<file path="src/rtl/seg7_scan_decoder.sv">
// Monitors a multiplexed active-low 7-segment bus and recovers the hex digit on each position.
// Each single-anode dwell is debounced, then decoded against the encoder's segment table.
module seg7_scan_decoder #(
    parameter int DIGITS        = 4,
    parameter int STABLE_CYCLES = 4
) (
    input  logic                  clk,
    input  logic                  rst_n,
    input  logic [DIGITS-1:0]     an,
    input  logic [6:0]            seg,
    input  logic                  err_clr,
    output logic [4*DIGITS-1:0]   digits,
    output logic [DIGITS-1:0]     digit_valid,
    output logic                  frame_done,
    output logic [1:0]            err
);

    typedef enum logic [1:0] {ST_BLANK, ST_SETTLE, ST_HELD, ST_ERRM} state_t;

    // Returns {valid, blank, value}; anything else decodes to all zeros (invalid).
    function automatic logic [5:0] f_decode(input logic [6:0] s);
        case (s)
            7'h40: return {2'b10, 4'h0};
            7'h79: return {2'b10, 4'h1};
            7'h24: return {2'b10, 4'h2};
            7'h30: return {2'b10, 4'h3};
            7'h19: return {2'b10, 4'h4};
            7'h12: return {2'b10, 4'h5};
            7'h02: return {2'b10, 4'h6};
            7'h78: return {2'b10, 4'h7};
            7'h00: return {2'b10, 4'h8};
            7'h18: return {2'b10, 4'h9};
            7'h08: return {2'b10, 4'hA};
            7'h03: return {2'b10, 4'hB};
            7'h46: return {2'b10, 4'hC};
            7'h21: return {2'b10, 4'hD};
            7'h06: return {2'b10, 4'hE};
            7'h0E: return {2'b10, 4'hF};
            7'h7F: return {2'b01, 4'h0};
            default: return 6'b00_0000;
        endcase
    endfunction

    logic [DIGITS-1:0]   r_an_s1, r_an_s2, r_an_prev;
    logic [6:0]          r_seg_s1, r_seg_s2, r_seg_prev;
    state_t              r_state, w_state_nxt;
    logic [7:0]          r_cnt, w_cnt_nxt;
    logic [DIGITS-1:0]   r_mask, w_mask_nxt;
    logic [4*DIGITS-1:0] r_digits;
    logic [DIGITS-1:0]   r_valid;
    logic                r_frame_done;
    logic [1:0]          r_err, w_err_set;
    logic [DIGITS-1:0]   w_an_act;
    logic                w_none, w_multi, w_changed, w_capture, w_errm_entry;
    logic [5:0]          w_dec;

    // Input synchronizers; reset to an idle (blank) bus so no change is seen after reset.
    always_ff @(posedge clk or negedge rst_n) begin
        if (!rst_n) begin
            r_an_s1    <= '1;
            r_an_s2    <= '1;
            r_an_prev  <= '1;
            r_seg_s1   <= '1;
            r_seg_s2   <= '1;
            r_seg_prev <= '1;
        end else begin
            r_an_s1    <= an;
            r_an_s2    <= r_an_s1;
            r_an_prev  <= r_an_s2;
            r_seg_s1   <= seg;
            r_seg_s2   <= r_seg_s1;
            r_seg_prev <= r_seg_s2;
        end
    end

    always_comb begin
        w_an_act  = ~r_an_s2;
        w_none    = (w_an_act == '0);
        w_multi   = !w_none && ((w_an_act & (w_an_act - DIGITS'(1))) != '0);
        w_changed = ({r_an_s2, r_seg_s2} != {r_an_prev, r_seg_prev});
    end

    // Next-state / stability counter
    always_comb begin
        w_state_nxt  = r_state;
        w_cnt_nxt    = r_cnt;
        w_capture    = 1'b0;
        w_errm_entry = 1'b0;
        if (w_changed) begin
            if (w_none) begin
                w_state_nxt = ST_BLANK;
                w_cnt_nxt   = 8'd0;
            end else if (w_multi) begin
                w_state_nxt  = ST_ERRM;
                w_cnt_nxt    = 8'd0;
                w_errm_entry = 1'b1;
            end else begin
                w_state_nxt = ST_SETTLE;
                w_cnt_nxt   = 8'd1;
            end
        end else begin
            case (r_state)
                ST_BLANK, ST_ERRM: w_cnt_nxt = 8'd0;
                default: begin
                    w_cnt_nxt = (r_cnt == 8'hFF) ? r_cnt : r_cnt + 8'd1;
                    if (r_state == ST_SETTLE && w_cnt_nxt == 8'(STABLE_CYCLES)) begin
                        w_state_nxt = ST_HELD;
                        w_capture   = 1'b1;
                    end
                end
            endcase
        end
    end

    // Decode and frame bookkeeping; a full mask clears on the cycle frame_done fires.
    always_comb begin
        w_dec      = f_decode(r_seg_s2);
        w_mask_nxt = (&r_mask) ? '0 : r_mask;
        if (w_capture && (w_dec[5] || w_dec[4]))
            w_mask_nxt = w_mask_nxt | w_an_act;
        w_err_set    = 2'b00;
        w_err_set[1] = w_errm_entry;
        w_err_set[0] = w_capture && !w_dec[5] && !w_dec[4];
    end

    always_ff @(posedge clk or negedge rst_n) begin
        if (!rst_n) begin
            r_state      <= ST_BLANK;
            r_cnt        <= 8'd0;
            r_mask       <= '0;
            r_digits     <= '0;
            r_valid      <= '0;
            r_frame_done <= 1'b0;
            r_err        <= 2'b00;
        end else begin
            r_state      <= w_state_nxt;
            r_cnt        <= w_cnt_nxt;
            r_mask       <= w_mask_nxt;
            r_frame_done <= &r_mask;
            r_err        <= (r_err & ~{2{err_clr}}) | w_err_set;
            for (int k = 0; k < DIGITS; k++) begin
                if (w_capture && w_an_act[k]) begin
                    if (w_dec[5])
                        r_digits[4*k +: 4] <= w_dec[3:0];
                    r_valid[k] <= w_dec[5];
                end
            end
        end
    end

    assign digits      = r_digits;
    assign digit_valid = r_valid;
    assign frame_done  = r_frame_done;
    assign err         = r_err;

endmodule
</file>
<file path="config.mk">
export PLATFORM = sky130hd
export DESIGN_NAME = seg7_scan_decoder
export DESIGN_NICKNAME = d
export VERILOG_FILES = /design/src/rtl/seg7_scan_decoder.sv
export SDC_FILE = /design/constraint.sdc
export NUM_CORES = 1
export LEC_CHECK = 0
export BUFFER_PORTS_ARGS = -buffer_cell sky130_fd_sc_hd__buf_2
export CAP_MARGIN = 20
export CORE_AREA = 2 2 97 99
export CTS_CLUSTER_DIAMETER = 40
export DETAILED_ROUTE_END_ITERATION = 10
export DIE_AREA = 0 0 99 101
export SLEW_MARGIN = 25
export SYNTH_ARGS = -nofsm -noshare
export SYNTH_HDL_FRONTEND = slang
export SYNTH_SLANG_ARGS = --single-unit
export TNS_END_PERCENT = 100
</file>
<file path="constraint.sdc">
create_clock -name clk -period 2.4 [get_ports clk]
set_input_delay 0.48 -clock clk [delete_from_list [all_inputs] [get_ports clk]]
set_output_delay 0.48 -clock clk [all_outputs]
set_load 0.02 [all_outputs]
</file>
==> results of run 1 <==
[logic make-up after synthesis]
family                   Yosys count
AND/OR/NAND/NOR                   90
flip-flops                        70
AO/OA/AOI/OAI                     39
buffers and inverters             22
multiplexers                      16
XOR/XNOR                          14
adder cells (fa/ha/maj)            3
[final timing paths]
check | endpoint | slack (ns) | from
min in group clk | r_seg_s1[5] | 0.23 | seg[5]
max reg2reg | digits[15] | 0.06 | r_cnt[1]
min | r_cnt[4] | 0.16 | rst_n
max | digits[15] | 0.06 | r_cnt[1]
max in group asynchronous | r_seg_prev[5] | 1.92 | rst_n
min reg2reg | r_seg_s2[2] | 0.36 | r_seg_s1[2]
[synth_stat cells (6+ instances only)]
cell,number
buf_2,7
dfrtp_1,37
dfstp_2,33
inv_1,7
mux2_2,12
nand2_1,17
nand2b_1,6
nand3_1,8
nand4_1,6
nor2_1,10
o21ai_0,15
xor2_1,11
[registers in the layout (all words and copies together) (netlist names)]
signal       count
digits          16
r_cnt            8
r_seg_prev       7
r_seg_s1         7
r_seg_s2         7
digit_valid      4
r_an_prev        4
r_an_s1          4
r_an_s2          4
r_mask           4
err              2
r_state          2
frame_done       1
[placed cells by master, fill, tap and decap left out, types with 6 or more instances in the layout]
master    netlist  layout
nand4_1         6       6
clkbuf_8        0       9
nand2_1        17      17
nor2_1         10      10
buf_2           7      36
dfstp_2        33      33
mux2_4          4      11
buf_4           0      36
xor2_1         11      11
inv_1           7       6
nand3_1         8       8
o21ai_0        15      11
dfrtp_1        37      36
[layer usage]
layer,GRT usage,up-vias,wire length (um)
met5,0,-,0
met3,0.04300,7,300
met4,0.03477,0,40
met2,0.2199,50,3240
li1,-,1060,-
met1,0.1746,1091,2906
[timing repair]
item | 4_1_cts | 5_1_grt
endpoints found under the setup margin | 16 | 18
gates resized for setup | 9 | 22
setup buffers | 11 | 5
pin swaps | 4 | 8
hold buffers | 0 | 0
[worst max-delay path, stage by stage, from the launching register on]
cell,delay (ns)
dfrtp_1,0.39
ha_2,0.22
and3_1,0.22
buf_4,0.16
nand2_1,0.08
a21o_1,0.17
nand4bb_1,0.15
buf_6,0.18
nor3_4,0.16
buf_6,0.15
mux2_2,0.32
[power by group through the flow]
stage	sequential, mW	clock [mW]	combinational, mW
4_1_cts	1.26	1.00	0.164
6_report	1.26	0.962	0.177
5_1_grt	1.26	1.05	0.198
3_5_place_dp	1.28	0	0.155
3_3_place_gp	1.28	0	0.152
2_1_floorplan	1.28	0	0.0772
[metrics by stage]
| step | utilization | instances | hold WS, ns | setup TNS, ns | power (mW) |
|---|---|---|---|---|---|
| finish | 0.4442 | 445 | 0.1618 | 0 | 2.399 |
| CTS | 0.4302 | 440 | 0.1627 | 0 | 2.425 |
| floorplan | - | 254 | 0.1844 | 0 | 1.355 |
| global placement | 0.3940 | 413 | 0.3466 | -0.06036 | 1.431 |
| global route | 0.4442 | 445 | 0.1887 | -0.2032 | 2.507 |
| detailed placement | 0.3940 | 413 | 0.3478 | -0.8174 | 1.436 |
[cell type report]
cell class	instances	area, um2	share of cell area
Inverter	7	26.28	0.006589
Timing Repair Buffer	79	546.8	0.1371
Clock inverter	3	41.29	0.01035
Sequential cell	70	1794	0.4500
Clock buffer	13	160.2	0.04016
Multi-Input combinational cell	162	1280	0.3210
Tap cell	111	138.9	0.03483
==> metrics, run 1 <==
status finished clean; root buf cell clkbuf_8; Final Hold Viols 0; Setup-failing EPs final 0; Overall Global Routing Usage 0.1348; Initial DRC Count 90; initial antenna violation count 0; Post-DRT Antenna Nets 0; CTS Buffer Depth 2; XOR/XNOR share of the synthesized area 0.03992; cell area after placement 3537 um2; Fillers 849; RSZ-0062 raised after global routing true; CTS tree yes; GP Congestion roughly 0.83; Clk network pwr share 0.401; Setup Crit Path Kind flip-flop to flip-flop; PD cells 601.5 nW/um2; vias in the first global route 2269; worst-path fanout max 8; Area Overhead vs Synth 29.82%; crit end category flip-flop; leakage power about 1.8 nW; post-synthesis compound-gate area fraction 0.08024; post-synth top area cell dfrtp_1; fmax 428.1 MHz; Worst setup SP type flip-flop; num ports 37; largest net degree at the start of global routing about 70; die area between 9000 and 10000 um2; post-DP HPWL around 4300 um; CTS buffer count 9; fraction of layout cells with a size suffix above 1 0.4820; fin crit period 2.336 ns; CP arrival about 2.6 ns; first-pass detailed-route iteration total 4; Layout Nets about 350; worst r2r path cells 10; wire per inst ~15 um; switch share 0.2259; Clock Latency Late Sink around 0.34 ns; prevailing post-synth register cell dfrtp_1; DIE HEIGHT around 100 um; largest family of logic cells by synthesized area simple AND/OR/NAND/NOR gates; worst setup margin ~0.064 ns; worst hold path class primary input to asynchronous set/reset pin; Netlist cell types 51; Vias/cell around 5.0; Cell Int Power between 1.5 and 2 mW; Post-Syn Area 3072 um2; Cell Rows 35; post-synthesis simple-gate area fraction 0.1862; total of max-cap violations 0; starting density of the core 0.3422; adder-cell share of the synthesized area 0.01141; DIE WIDTH about 99 um; clock slew at reported path FFs 0.07 ns; n_diodes 0; GR Overflow Total 0; Async SR Flop Fraction 1.000; total number of vias between 2000 and 2500; Comb pwr share 0.074; flop and latch count out of synthesis 70; Worst slew margin 0.6011; clock skew 0.007278 ns; Yosys top cell area share 0.3014; H-tree levels 3; DRT Wirelength 6488 um; register area share after synthesis 0.5837; number of flops mapped to enable cells by yosys 0; Avg Inst Size Synth about 12 um2; CTS Sinks 70; final max-slew violation count 0; post-synthesis net count 270; largest cells by area after synthesis dfrtp_1 30%, dfstp_2 28%, mux2_2 4.4%; multiplexer share of the synthesized area 0.06354; YS warnings 0; Worst-Margin Slew 0.5965 ns; first-pass GRT wire length 10740 um; DRC viols 0; Flop pwr share 0.525; part of the cycle the worst path needs 0.9733; Worst Path Required about 2.6 ns; Core Area ~9000 um2; VDD IR max roughly 0.48 mV; # port buffers 36; Setup Slack @ Placement -0.08515 ns; Psw approximately 0.54 mW; final instance area 3988 um2; Syn Inst Count 254
Note: power is estimated with default switching activity, not from simulation.
==> inputs of run 2 (changes only) <==
--- a/config.mk
+++ b/config.mk
@@ -7,10 +7,11 @@
 export LEC_CHECK = 0
 export BUFFER_PORTS_ARGS = -buffer_cell sky130_fd_sc_hd__buf_2
 export CAP_MARGIN = 20
-export CORE_AREA = 2 2 97 99
+export CORE_AREA = 2 2 86 88
 export CTS_CLUSTER_DIAMETER = 40
 export DETAILED_ROUTE_END_ITERATION = 10
-export DIE_AREA = 0 0 99 101
+export DIE_AREA = 0 0 88 90
+export PLACE_DENSITY = 0.66
 export SLEW_MARGIN = 25
 export SYNTH_ARGS = -nofsm -noshare
 export SYNTH_HDL_FRONTEND = slang
==> constraint.sdc (replaced) <==
create_clock -name clk -period 2.4 [get_ports clk]
set_input_delay 0.72 -clock clk [delete_from_list [all_inputs] [get_ports clk]]
set_output_delay 0.72 -clock clk [all_outputs]
set_load 0.02 [all_outputs]
==> metrics, run 2 (synthesized netlist as in run 1, its figures left out) <==
Largest register FFs 16; CTS Sinks 70; Clock Latency Late Sink ~0.35 ns; DIE WIDTH a little under 90 um; final core occ 0.5657; Area Overhead vs Synth 29.29%; final instance area ~4000 um2; VDD IR max approximately 0.47 mV; crit end category flip-flop; PD cells 603.1 nW/um2; n_diodes 0; fin crit period around 2.4 ns; vias in the first global route roughly 2100; RSZ-0062 raised after global routing true; worst-path fanout max 8; worst setup margin 0.01777 ns; DRC viols 0; Worst-Margin Slew a little under 0.6 ns; leakage power 1.829 nW; switch share 0.2437; DIE HEIGHT 90 um; GR Overflow Total 0; hold-fix buffers at CTS 0; first-pass detailed-route iteration total 4; fmax 419.8 MHz; Post-DRT Antenna Nets 0; Clk network pwr share 0.403; Flop pwr share 0.527; CTS buffer count 9; status finished clean; Setup Slack @ Placement -0.1043 ns; total number of vias roughly 2200; total of max-cap violations 0; die area between 7000 and 8000 um2; Psw 0.5837 mW; worst hold path class flip-flop to flip-flop; num ports 37; fraction of layout cells with a size suffix above 1 0.4909; Worst slew margin 0.6073; initial antenna violation count 0; Layout Nets roughly 340; H-tree levels 3; # port buffers 36; CP arrival approximately 2.6 ns; Setup-failing EPs final 0; DRT Wirelength ~6300 um; wire per inst around 15 um; Cell Rows 31; part of the cycle the worst path needs 0.9926; final max-slew violation count 0; commonest non-fill, non-tap cells in the layout 37 x dfrtp_1, 37 x buf_2, 33 x dfstp_2, 32 x buf_4, 17 x nand2_1; Cell Int Power 1.812 mW; root buf cell clkbuf_8; Final Hold Viols 0; starting density of the core 0.4375; CTS tree yes; Worst setup SP type flip-flop; post-DP HPWL 4078 um; Worst Path Required 2.63 ns; Vias/cell approximately 5; clock skew around 0.01 ns; first-pass GRT wire length 10250 um; GP Congestion between 0.8 and 0.9; Overall Global Routing Usage 0.1681; setup_tns 0 ns; Setup Crit Path Kind flip-flop to flip-flop; Initial DRC Count approximately 120; clock slew at reported path FFs around 0.08 ns; Core Area between 7000 and 8000 um2; Comb pwr share 0.070; cell area after placement about 3500 um2; CTS Buffer Depth 2; largest net degree at the start of global routing 71
[run 2: changes by cell type in the layout (fill, tap and decap cells not counted), moves of 2 or more]
cell and change:
clkbuf_1 -3, clkinvlp_4 +2, o21ai_1 -3, buf_4 -4, o21ai_0 +3, and3_1 -2
[run 2: cell type report]
class                   instances  area (um2)
fillers                       574        3049
clock buffers                  11       173.9
multi-input cells             162        1315
inverters                       7       26.28
well taps                      99       123.9
clock inverters                 5       37.54
flip-flops and latches         70        1793
repair buffers                 75       501.7
[run 2: per-layer routing]
layer | track usage | routed length, um
met5 | 0 | 0
met2 | 0.2405 | 3110
met4 | 0.06538 | 53
met1 | 0.2343 | 2870
met3 | 0.05785 | 308
[run 2: critical path: stages (launching register included)]
cell and delay (ns):
dfstp_2 0.63, nand4_2 0.12, or4_1 0.42, and3_4 0.18
and4_4 0.24, nor3_4 0.31, mux2_2 0.37
[run 2: timing repair]
item / CTS / global route
gates resized for setup: 5 / 30
gates cloned: 0 / 0
endpoints found under the hold margin: 0 / 0
buffers inserted: 8 / 8
pin swaps: 2 / 7
endpoints found under the setup margin: 16 / 21
[run 2: power groups by stage]
stage | registers, mW | logic [mW] | clock network (mW)
after global routing | 1.27 | 0.189 | 1.06
final | 1.26 | 0.169 | 0.965
after floorplan | 1.28 | 0.0772 | 0
after CTS | 1.26 | 0.148 | 0.999
after global placement | 1.28 | 0.142 | 0
after detailed placement | 1.28 | 0.145 | 0
[run 2: metrics by stage]
stage               power (mW)  std cells  hold WS (ns)
CTS                      2.407        421        0.3583
global route             2.510        429        0.3595
global placement         1.422        397        0.3455
detailed placement       1.426        397        0.3468
finish                   2.395        429        0.3574
floorplan                1.355        254        0.3452
[run 2: final timing paths]
path,slack (ns),start,depth (start not counted),end
worst max-delay path,0.02,r_seg_s2[6],6,digits[12]
worst min-delay path,0.36,r_an_s1[0],0,r_an_s2[0]
worst max register to register,0.02,r_seg_s2[6],6,digits[12]
worst min register to register,0.36,r_an_s1[0],0,r_an_s2[0]
max in group asynchronous,1.70,rst_n,2,r_an_s1[0]
min in group asynchronous,0.40,rst_n,2,digits[11]
==> inputs of run 3 (changes only) <==
--- a/config.mk
+++ b/config.mk
@@ -5,6 +5,7 @@
 export SDC_FILE = /design/constraint.sdc
 export NUM_CORES = 1
 export LEC_CHECK = 0
+export ABC_CLOCK_PERIOD_IN_PS = 2400
 export BUFFER_PORTS_ARGS = -buffer_cell sky130_fd_sc_hd__buf_2
 export CAP_MARGIN = 20
 export CORE_AREA = 2 2 86 88
@@ -12,6 +13,7 @@
 export DETAILED_ROUTE_END_ITERATION = 10
 export DIE_AREA = 0 0 88 90
 export PLACE_DENSITY = 0.66
+export RECOVER_POWER = 25
 export SLEW_MARGIN = 25
 export SYNTH_ARGS = -nofsm -noshare
 export SYNTH_HDL_FRONTEND = slang
==> metrics, run 3 (synthesized netlist as in run 1, its figures left out) <==
leakage power about 1.8 nW; final max-slew violation count 71; final core occ 0.5635; multi-input logic area between 1000 and 1500 um2; GP Congestion around 0.80; setup_tns 0 ns; CTS tree yes; Final Hold Viols 0; largest net degree at the start of global routing just over 70; Largest register FFs 16; Largest stage delay, worst path approximately 0.63 ns; DIE HEIGHT around 90 um; Worst setup SP type flip-flop; vias in the first global route 2104; RSZ-0062 raised after global routing true; PD cells about 600 nW/um2; CP arrival approximately 2.6 ns; n_diodes 0; CTS buffer count 9; Post-DRT Antenna Nets 0; CTS Sinks 70; root buf cell clkbuf_8; initial antenna violation count 0; total number of vias around 2200; Setup-failing EPs final 0; starting density of the core 0.4375; Overall Global Routing Usage 0.1681; CP bufs+invs 0; H-tree levels 3; die area just under 8000 um2; Worst slew margin -0.09666; commonest non-fill, non-tap cells in the layout 37 x dfrtp_1, 37 x buf_2, 32 x buf_4, 32 x dfstp_2, 17 x nand2_1; Reg area between 1500 and 2000 um2; GR Overflow Total 0; Vias/cell approximately 5.1; Clock Latency Late Sink around 0.35 ns; fmax roughly 420 MHz; VDD IR max ~0.47 mV; # port buffers 36; first-pass GRT wire length approximately 10000 um; worst-path fanout max 8; Core Area 7020 um2; final instance area 3956 um2; fin crit period 2.382 ns; failing checks capacitance limit, slew limit; DRT Wirelength 6348 um; crit end category flip-flop; CTS Buffer Depth 2; status finished with violations; Layout Nets 341; CP top delay family simple AND/OR/NAND/NOR gates; first-pass detailed-route iteration total 4; part of the cycle the worst path needs 0.9927; clock slew at reported path FFs ~0.080 ns; wire per inst approximately 15 um; Setup Crit Path Kind flip-flop to flip-flop; Worst-Margin Slew between 1.5 and 2 ns; cell area after placement about 3500 um2; Cell Rows 31; num ports 37; clock skew between 0.01 and 0.015 ns; worst hold path class flip-flop to flip-flop; Worst path slowest cell dfstp_2; fraction of layout cells with a size suffix above 1 0.4879; Fillers 576; DRC viols 0; Initial DRC Count between 100 and 150; total of max-cap violations 1; post-DP HPWL around 4100 um; Worst Path Required around 2.6 ns; Critical Path, Cell by Cell nand4_2 -> or4_1 -> and3_4 -> and4_4 -> nor3_4 -> mux2_2; Area Overhead vs Synth 28.80%; DIE WIDTH 88 um
==> run 3: cell count changes in the layout (fill, tap and decap cells not counted) <==
cell / delta
dfstp_2: -1
buf_12: -1
dfstp_1: +1
clkbuf_2: +1
==> run 3: what timing repair did <==
| item | CTS | global route |
|---|---|---|
| buffers inserted | 8 | 8 |
| endpoints found under the setup margin | 16 | 21 |
| hold buffers | 0 | 0 |
| pin swaps | 2 | 7 |
| resized for setup | 5 | 30 |
==> run 3: stage by stage <==
stage               hold slack [ns]  worst slack (ns)  cells  power, mW
floorplan                    0.3452           0.01691    254      1.355
global placement             0.3455          -0.04127    397      1.422
detailed placement           0.3468           -0.1043    397      1.426
CTS                          0.3583         -0.002500    421      2.407
global route                 0.3595          -0.08878    429      2.506
finish                       0.3574           0.01750    429      2.391
==> run 3: where the power goes <==
part | leakage [nW] | switching [mW] | total [mW] | internal (mW)
Combinational | 0.870 | 0.0958 | 0.165 | 0.0693
Sequential | 0.850 | 0.0262 | 1.26 | 1.23
Clock | 0.102 | 0.461 | 0.965 | 0.504
==> run 3: final cells by class <==
| class | count | share of cell area |
|---|---|---|
| Multi-Input combinational cell | 162 | 0.3324 |
| Timing Repair Buffer | 75 | 0.1230 |
| Inverter | 7 | 0.006641 |
| Tap cell | 99 | 0.03131 |
| Clock inverter | 5 | 0.009488 |
| Clock buffer | 11 | 0.04396 |
| Sequential cell | 70 | 0.4532 |
==> run 3: final timing paths <==
kind	startpoint	to	slack, ns	cells after the start
min in group asynchronous	rst_n	digits[11]	0.90	2
max in group asynchronous	rst_n	digits[3]	0.55	2
hold reg to reg	r_an_s1[0]	r_an_s2[0]	0.36	0
setup reg to reg	r_seg_s2[6]	digits[12]	0.02	6
hold / removal	r_an_s1[0]	r_an_s2[0]	0.36	0
setup / recovery	r_seg_s2[6]	digits[12]	0.02	6
==> run 3: worst reg2reg max path, delay by kind of cell, from the launching register on <==
kind / cells / cell delay [ns]
simple gates: 5 / 1.27
flops: 1 / 0.63
mux: 1 / 0.38
==> run 3: routing by layer <==
layer  vias up  GRT usage  wire length, um
li1       1058          -                -
met4         0    0.06538               53
met1      1080     0.2343             2878
met3         8    0.05785              308
met5         -          0                0
met2        40     0.2405             3107
